===== src/rtl/uart_rx_ctrl.sv =====
// Receive-side sequencer for a 9-bit shift register (7 data + parity + stop):
// start-bit qualification, mid-bit sample ticks, parity/stop checks and host handshake.
module uart_rx_ctrl #(
    parameter int OVERSAMPLE = 16,
    parameter bit PARITY_ODD = 1'b0
) (
    input  logic clk,
    input  logic reset,
    input  logic rx_pin,
    input  logic os_tick,
    output logic sr_en,
    output logic sr_tick,
    output logic sr_serial,
    output logic rx_valid,
    input  logic rx_ack,
    output logic parity_err,
    output logic frame_err,
    output logic overrun_err
);

    localparam int CW = $clog2(OVERSAMPLE);
    localparam logic [CW-1:0] HALF = CW'(OVERSAMPLE / 2 - 1);
    localparam logic [CW-1:0] LAST = CW'(OVERSAMPLE - 1);

    typedef enum logic [2:0] {IDLE, START, DATA, CHECK, DONE} state_t;

    state_t        state, state_n;
    logic          sync1, rxs;
    logic [CW-1:0] os_cnt;
    logic [3:0]    bit_cnt;
    logic          par, stop, perr, ferr, armed;
    logic          start_go;

    assign sr_serial = rxs;
    assign start_go  = os_tick && !rxs && armed;

    always_ff @(posedge clk or posedge reset) begin
        if (reset) begin
            sync1 <= 1'b0;
            rxs   <= 1'b0;
        end else begin
            sync1 <= rx_pin;
            rxs   <= sync1;
        end
    end

    always_comb begin
        state_n = state;
        sr_en   = 1'b0;
        sr_tick = 1'b0;
        case (state)
            IDLE:  if (start_go) state_n = START;
            START: begin
                sr_en = 1'b1;
                if (os_tick && os_cnt == HALF) state_n = rxs ? IDLE : DATA;
            end
            DATA: begin
                sr_en = 1'b1;
                if (os_tick && os_cnt == LAST) begin
                    sr_tick = 1'b1;
                    if (bit_cnt == 4'd8) state_n = CHECK;
                end
            end
            CHECK: begin
                sr_en   = 1'b1;
                state_n = DONE;
            end
            DONE:    state_n = IDLE;
            default: state_n = IDLE;
        endcase
    end

    always_ff @(posedge clk or posedge reset) begin
        if (reset) begin
            state   <= IDLE;
            os_cnt  <= '0;
            bit_cnt <= '0;
            par     <= 1'b0;
            stop    <= 1'b0;
            perr    <= 1'b0;
            ferr    <= 1'b0;
            armed   <= 1'b1;
        end else begin
            state <= state_n;
            case (state)
                IDLE: begin
                    if (rxs) armed <= 1'b1;
                    if (start_go) begin
                        os_cnt <= '0;
                        par    <= 1'b0;
                    end
                end
                START: if (os_tick) begin
                    if (os_cnt == HALF) begin
                        os_cnt  <= '0;
                        bit_cnt <= '0;
                    end else begin
                        os_cnt <= os_cnt + 1'b1;
                    end
                end
                DATA: if (os_tick) begin
                    if (os_cnt == LAST) begin
                        os_cnt <= '0;
                        if (bit_cnt == 4'd8) begin
                            stop <= rxs;
                        end else begin
                            par     <= par ^ rxs;
                            bit_cnt <= bit_cnt + 4'd1;
                        end
                    end else begin
                        os_cnt <= os_cnt + 1'b1;
                    end
                end
                CHECK: begin
                    perr <= (par != PARITY_ODD);
                    ferr <= ~stop;
                end
                // a break frame must see the line return high before re-arming
                DONE:    armed <= stop;
                default: ;
            endcase
        end
    end

    // frame completion takes priority over a coincident ack
    always_ff @(posedge clk or posedge reset) begin
        if (reset) begin
            rx_valid    <= 1'b0;
            parity_err  <= 1'b0;
            frame_err   <= 1'b0;
            overrun_err <= 1'b0;
        end else if (state == DONE) begin
            rx_valid   <= 1'b1;
            parity_err <= perr;
            frame_err  <= ferr;
            if (rx_valid && !rx_ack) overrun_err <= 1'b1;
        end else if (rx_ack && rx_valid) begin
            rx_valid    <= 1'b0;
            parity_err  <= 1'b0;
            frame_err   <= 1'b0;
            overrun_err <= 1'b0;
        end
    end

endmodule


===== config.mk =====
export PLATFORM = sky130hd
export DESIGN_NAME = uart_rx_ctrl
export DESIGN_NICKNAME = d
export VERILOG_FILES = /design/src/rtl/uart_rx_ctrl.sv
export SDC_FILE = /design/constraint.sdc
export NUM_CORES = 1
export LEC_CHECK = 0
export BUFFER_PORTS_ARGS = -buffer_cell sky130_fd_sc_hd__buf_2
export CORE_MARGIN = 5
export CORE_UTILIZATION = 43
export CTS_CLUSTER_SIZE = 10
export DETAILED_ROUTE_END_ITERATION = 12
export PLACE_DENSITY = 0.7
export SYNTH_ARGS = -nofsm -noshare
export SYNTH_HDL_FRONTEND = slang
export SYNTH_SLANG_ARGS = --single-unit

===== constraint.sdc =====
create_clock -name clk -period 2.3 [get_ports clk]
set_clock_uncertainty 0.1 [all_clocks]
set_input_delay 0.46 -clock clk [delete_from_list [all_inputs] [get_ports clk]]
set_output_delay 0.46 -clock clk [all_outputs]
set_load 0.05 [all_outputs]

Word-level counts from Yosys, hierarchy flattened
Index checks and enable logic that the tools add are counted.
Storage, ports and cells
  register bits after elaboration: 22
  input bits: 5
Cells by class
  add/subtract/negate cells: 2
  equality and inequality tests: 18
  mux-type cells: 34
  bitwise gates (word level): 2
  reduce and logical (&&, ||, !) cells: 22
Operator list (number)
  $mux 4: 10
  $ne 2x2->1 const B: 10
  $mux 1: 14
  $mux 3: 4
  $pmux 3 s4: 1
  $pmux 4 s3: 1
  $reduce_and 4->1: 3
  $add 4x1->4 const B: 2
  $eq 4x4->1 const B: 2
  $pmux 4 s2: 1
  $reduce_bool 2->1: 4
  $eq 3x2->1 const B: 2
  $logic_and 1x1->1: 6
  $reduce_and 6->1: 1
  $reduce_and 5->1: 1
  $eq 4x3->1 const B: 1
  $pmux 1 s2: 2
  $reduce_and 2->1: 2
  $eq 3x1->1 const B: 1
  $eq 3x3->1 const B: 1
  $logic_not 3->1: 1
  $reduce_bool 3->1: 1
  $reduce_or 3->1: 1
  $logic_not 1->1: 2
  4 further kinds: 4

Depth between registers and ports, before layout
  word-level depth: 5
  mapped depth: 6
  mapped depth without buffers: 6

Worst setup path after synthesis
OpenSTA, ideal clock, no wires.
  path type: reg2out
  start point: reg state[2]
  end point: out sr_en
  slack: 440 ps
  required time: 1740 ps
  arrival: 1300 ps
  cell stages (with the launch flop): 3
  cell sequence: dfrtp_1 clkbuf_1 nor2_1
On the way
  longest elaborated chain between the ends: 3
  elaborated cells between the ends (all ways): 5
Ends and longest elaborated chain
  from (decl): line 27  | state_t state, state_n;
  from (signal assigned): line 84  | state <= state_n;
  $eq 3x2->1 or $eq 3x1->1 (tied branches): line 51  | case (state)
  $reduce_or 3->1 (no line) (*)
  $mux 1 (*): line 51
  to (decl): line 11  | output logic sr_en,
Mark *: on every way between the ends. The rest lies on a longest branch, timed or not.

Final worst setup path
  start point: reg os_cnt[1]
  end point: out sr_tick
On the way
  longest elaborated chain between the ends: 4
Ends and longest elaborated chain
  from (decl): line 29  | logic [CW-1:0] os_cnt;
  from (signal assigned): line 98  | os_cnt <= os_cnt + 1'b1;
  from (signal assigned): line 111  | os_cnt <= os_cnt + 1'b1;
  $eq 4x4->1: line 59  | if (os_tick && os_cnt == LAST) begin
  $logic_and 1x1->1: line 59
  $mux 1: line 59
  $mux 1: line 51
  to (decl): line 12  | output logic sr_tick,
No other way between the ends.

==> run metrics <==
Hold Crit Class=input pin to asynchronous set/reset pin; max incr delay on CP=~0.39 ns; antenna-violating nets left=0; Syn Nets=120; number of global-route vias before repair=867; Final Wtd Congestion=approximately 0.82; WP data required=1.74 ns; H-tree lvl count=1; post-synthesis sequential area ratio=0.480; wire length per cell=13.7 µm; Max VDD drop=0.458 mV; Worst-Skew Late Latency=approximately 0.31 ns; port bufs=11; largest net degree at the start of global routing=23; Die Y=a little over 60 µm; critical path type=register to primary output; Fmax=about 460 MHz; synth warn=0; residual DRC count=0; number of synthesized flops with an enable pin=0; ratio of cells with drive above 1 in the final layout=0.228; Synth-to-Final Area Change=11.5%; flop and latch count out of synthesis=22; setup violators final=0; status=completed; area leader, netlist=dfrtp_1; Hold Fails Final Rpt=0; arrival time worst endpoint=1.62 ns; GRT Total Usage=0.132; RSZ-0062 raised after global routing=false; total CTS buffers=3; post-detail-place hpwl=about 1600 µm; largest cells by area after synthesis=dfrtp_1 (46%), nand3_1 (3.9%), ha_1 (3.3%); syn_area_per_cell=between 10 and 15 µm²; row cnt=18; Cells after Synth=approximately 110; TritonCTS clock tree=done; Mapped Area=roughly 1100 µm²; Synth top cells by count=dfrtp_1 (21), nand2_1 (9), nand3_1 (9); initial antenna violation count=0; FFs w/ async S/R, synth=1.00; worst-path cell chain=ha_2, and4b_1, nand2_1, inv_1, clkbuf_4; CTS Root Cell=clkbuf_4; startpoint type of the worst setup path=register; share of the synthesized area in the top cell type=0.458; post-synth cell types=between 40 and 50; Leakage=slightly below 0.0006 µW; setup_tns=0 ns; via density per instance=approximately 5.6; Nets=136; via count=883; area of the core=approximately 2500 µm²; Top FF cell, synth=dfrtp_1; Slew Limit Headroom=0.685; Longest Clk Path Bufs=2; Max-Cap Viols=0; Worst Path Max Fanout=6; final WL=between 2000 and 2500 µm; IO Pins=12; die width=a little over 60 µm; fin util=0.508; die area=around 3800 µm²; worst slew pin tran=between 0.4 and 0.5 ns; CP max-delay cell=dfrtp_1; GRT Residual Overflow=0; CTS Sinks=22; # diodes=0; crit path capture type=primary output; Starting Density=0.455; Final Cycle Share=0.947; max-slew violations=0; DR iter-0 viols=40; pwr dens=849 nW/µm²; fin crit period=approximately 2.2 ns; drt pass-1 iters=4; most instantiated library cell after synthesis=dfrtp_1; Clock transition at path regs=around 0.13 ns; first-pass GRT wire length=roughly 3800 µm
-- final timing paths --
kind | slack (ns) | depth (start not counted) | end | start
hold / removal | 0.06 | 3 | bit_cnt[0] | reset
min in group clk | 0.15 | 1 | sync1 | rx_pin
hold reg to reg | 0.27 | 0 | sr_serial | sync1
setup / recovery | 0.12 | 5 | sr_tick | os_cnt[1]
setup reg to reg | 0.58 | 5 | os_cnt[3] | state[2]
max in group asynchronous | 1.77 | 3 | armed | reset
-- worst max-delay path: cells and delay by family (launching register included) --
kind / cells / cell delay [ns]
buffers and inverters: 2 / 0.33
AND/OR/NAND/NOR: 2 / 0.35
adder cells (fa/ha/maj): 1 / 0.23
flip-flops: 1 / 0.39
-- cell usage in the layout, fill, tap and decap left out, types with 2 or more instances in the layout --
cell / instances
o31ai_1: 2
a2bb2oi_1: 3
dfrtp_1: 21
o21ai_0: 7
buf_4: 4
a21oi_1: 6
mux2_2: 2
clkbuf_4: 4
nand2_1: 9
buf_2: 10
nand2b_1: 3
nand3_1: 9
inv_1: 6
nand3b_1: 4
nor2_1: 8
ha_1: 2
-- where the power goes --
part           leakage [µW]  switching [µW]  internal (µW)  total (µW)
registers          0.000267            83.4            474         557
clock network     0.0000210             115           96.6         211
logic              0.000301             171            149         320
total              0.000589             369            719        1090
-- stage by stage --
| step | std cells | total power, µW | hold WS [ns] | instance area [µm²] | setup WS (ns) |
|---|---|---|---|---|---|
| after floorplan | 112 | 795 | 0.231 | 1150 | 0.440 |
| after global placement | 152 | 850 | 0.238 | 1230 | 0.433 |
| after detailed placement | 152 | 870 | 0.241 | 1230 | 0.373 |
| after CTS | 156 | 1080 | 0.0631 | 1270 | 0.0102 |
| after global routing | 157 | 1170 | 0.0713 | 1280 | 0.0311 |
| final | 157 | 1090 | 0.0570 | 1280 | 0.123 |
-- repair_timing --
| action | CTS | global route |
|---|---|---|
| resized for setup | 0 | 2 |
| hold buffers | 0 | 0 |
| hold endpoints to repair | 0 | 0 |
| buffers inserted | 0 | 1 |
| endpoints found under the setup margin | 0 | 1 |
-- cells by family (layout without fill, tap and decap cells) --
group / after synthesis / in the layout / synth area share
simple gates: 45 / 45 / 0.227
compound gates: 28 / 28 / 0.178
flops: 22 / 22 / 0.480
buf+inv: 10 / 25 / 0.0468
fa+ha+maj: 3 / 3 / 0.0327
mux: 3 / 3 / 0.0283
xor+xnor: 1 / 1 / 0.00763
-- sequential cells by signal, indices dropped and copies added (netlist names) --
register,flops
bit_cnt,4
os_cnt,4
state,3
armed,1
ferr,1
frame_err,1
overrun_err,1
par,1
parity_err,1
perr,1
rx_valid,1
sr_serial,1
stop,1
sync1,1
-- final cells by class --
cell class                      instances  area (µm²)
Tap cell                               30        37.5
Multi-Input combinational cell         80         546
Fill cell                             240        1240
Sequential cell                        22         552
Timing Repair Buffer                   15        87.6
Clock buffer                            4        36.3
Inverter                                6        22.5
-- layer usage --
| layer | vias to the layer above | track usage | share of wire |
|---|---|---|---|
| met1 | 434 | 0.164 | 0.47 |
| li1 | 432 | - | - |
| met2 | 13 | 0.215 | 0.48 |
| met3 | 4 | 0.0377 | 0.033 |
| met5 | - | 0 | 0 |
| met4 | 0 | 0.0545 | 0.016 |
Power figures use the tool's default switching activity.
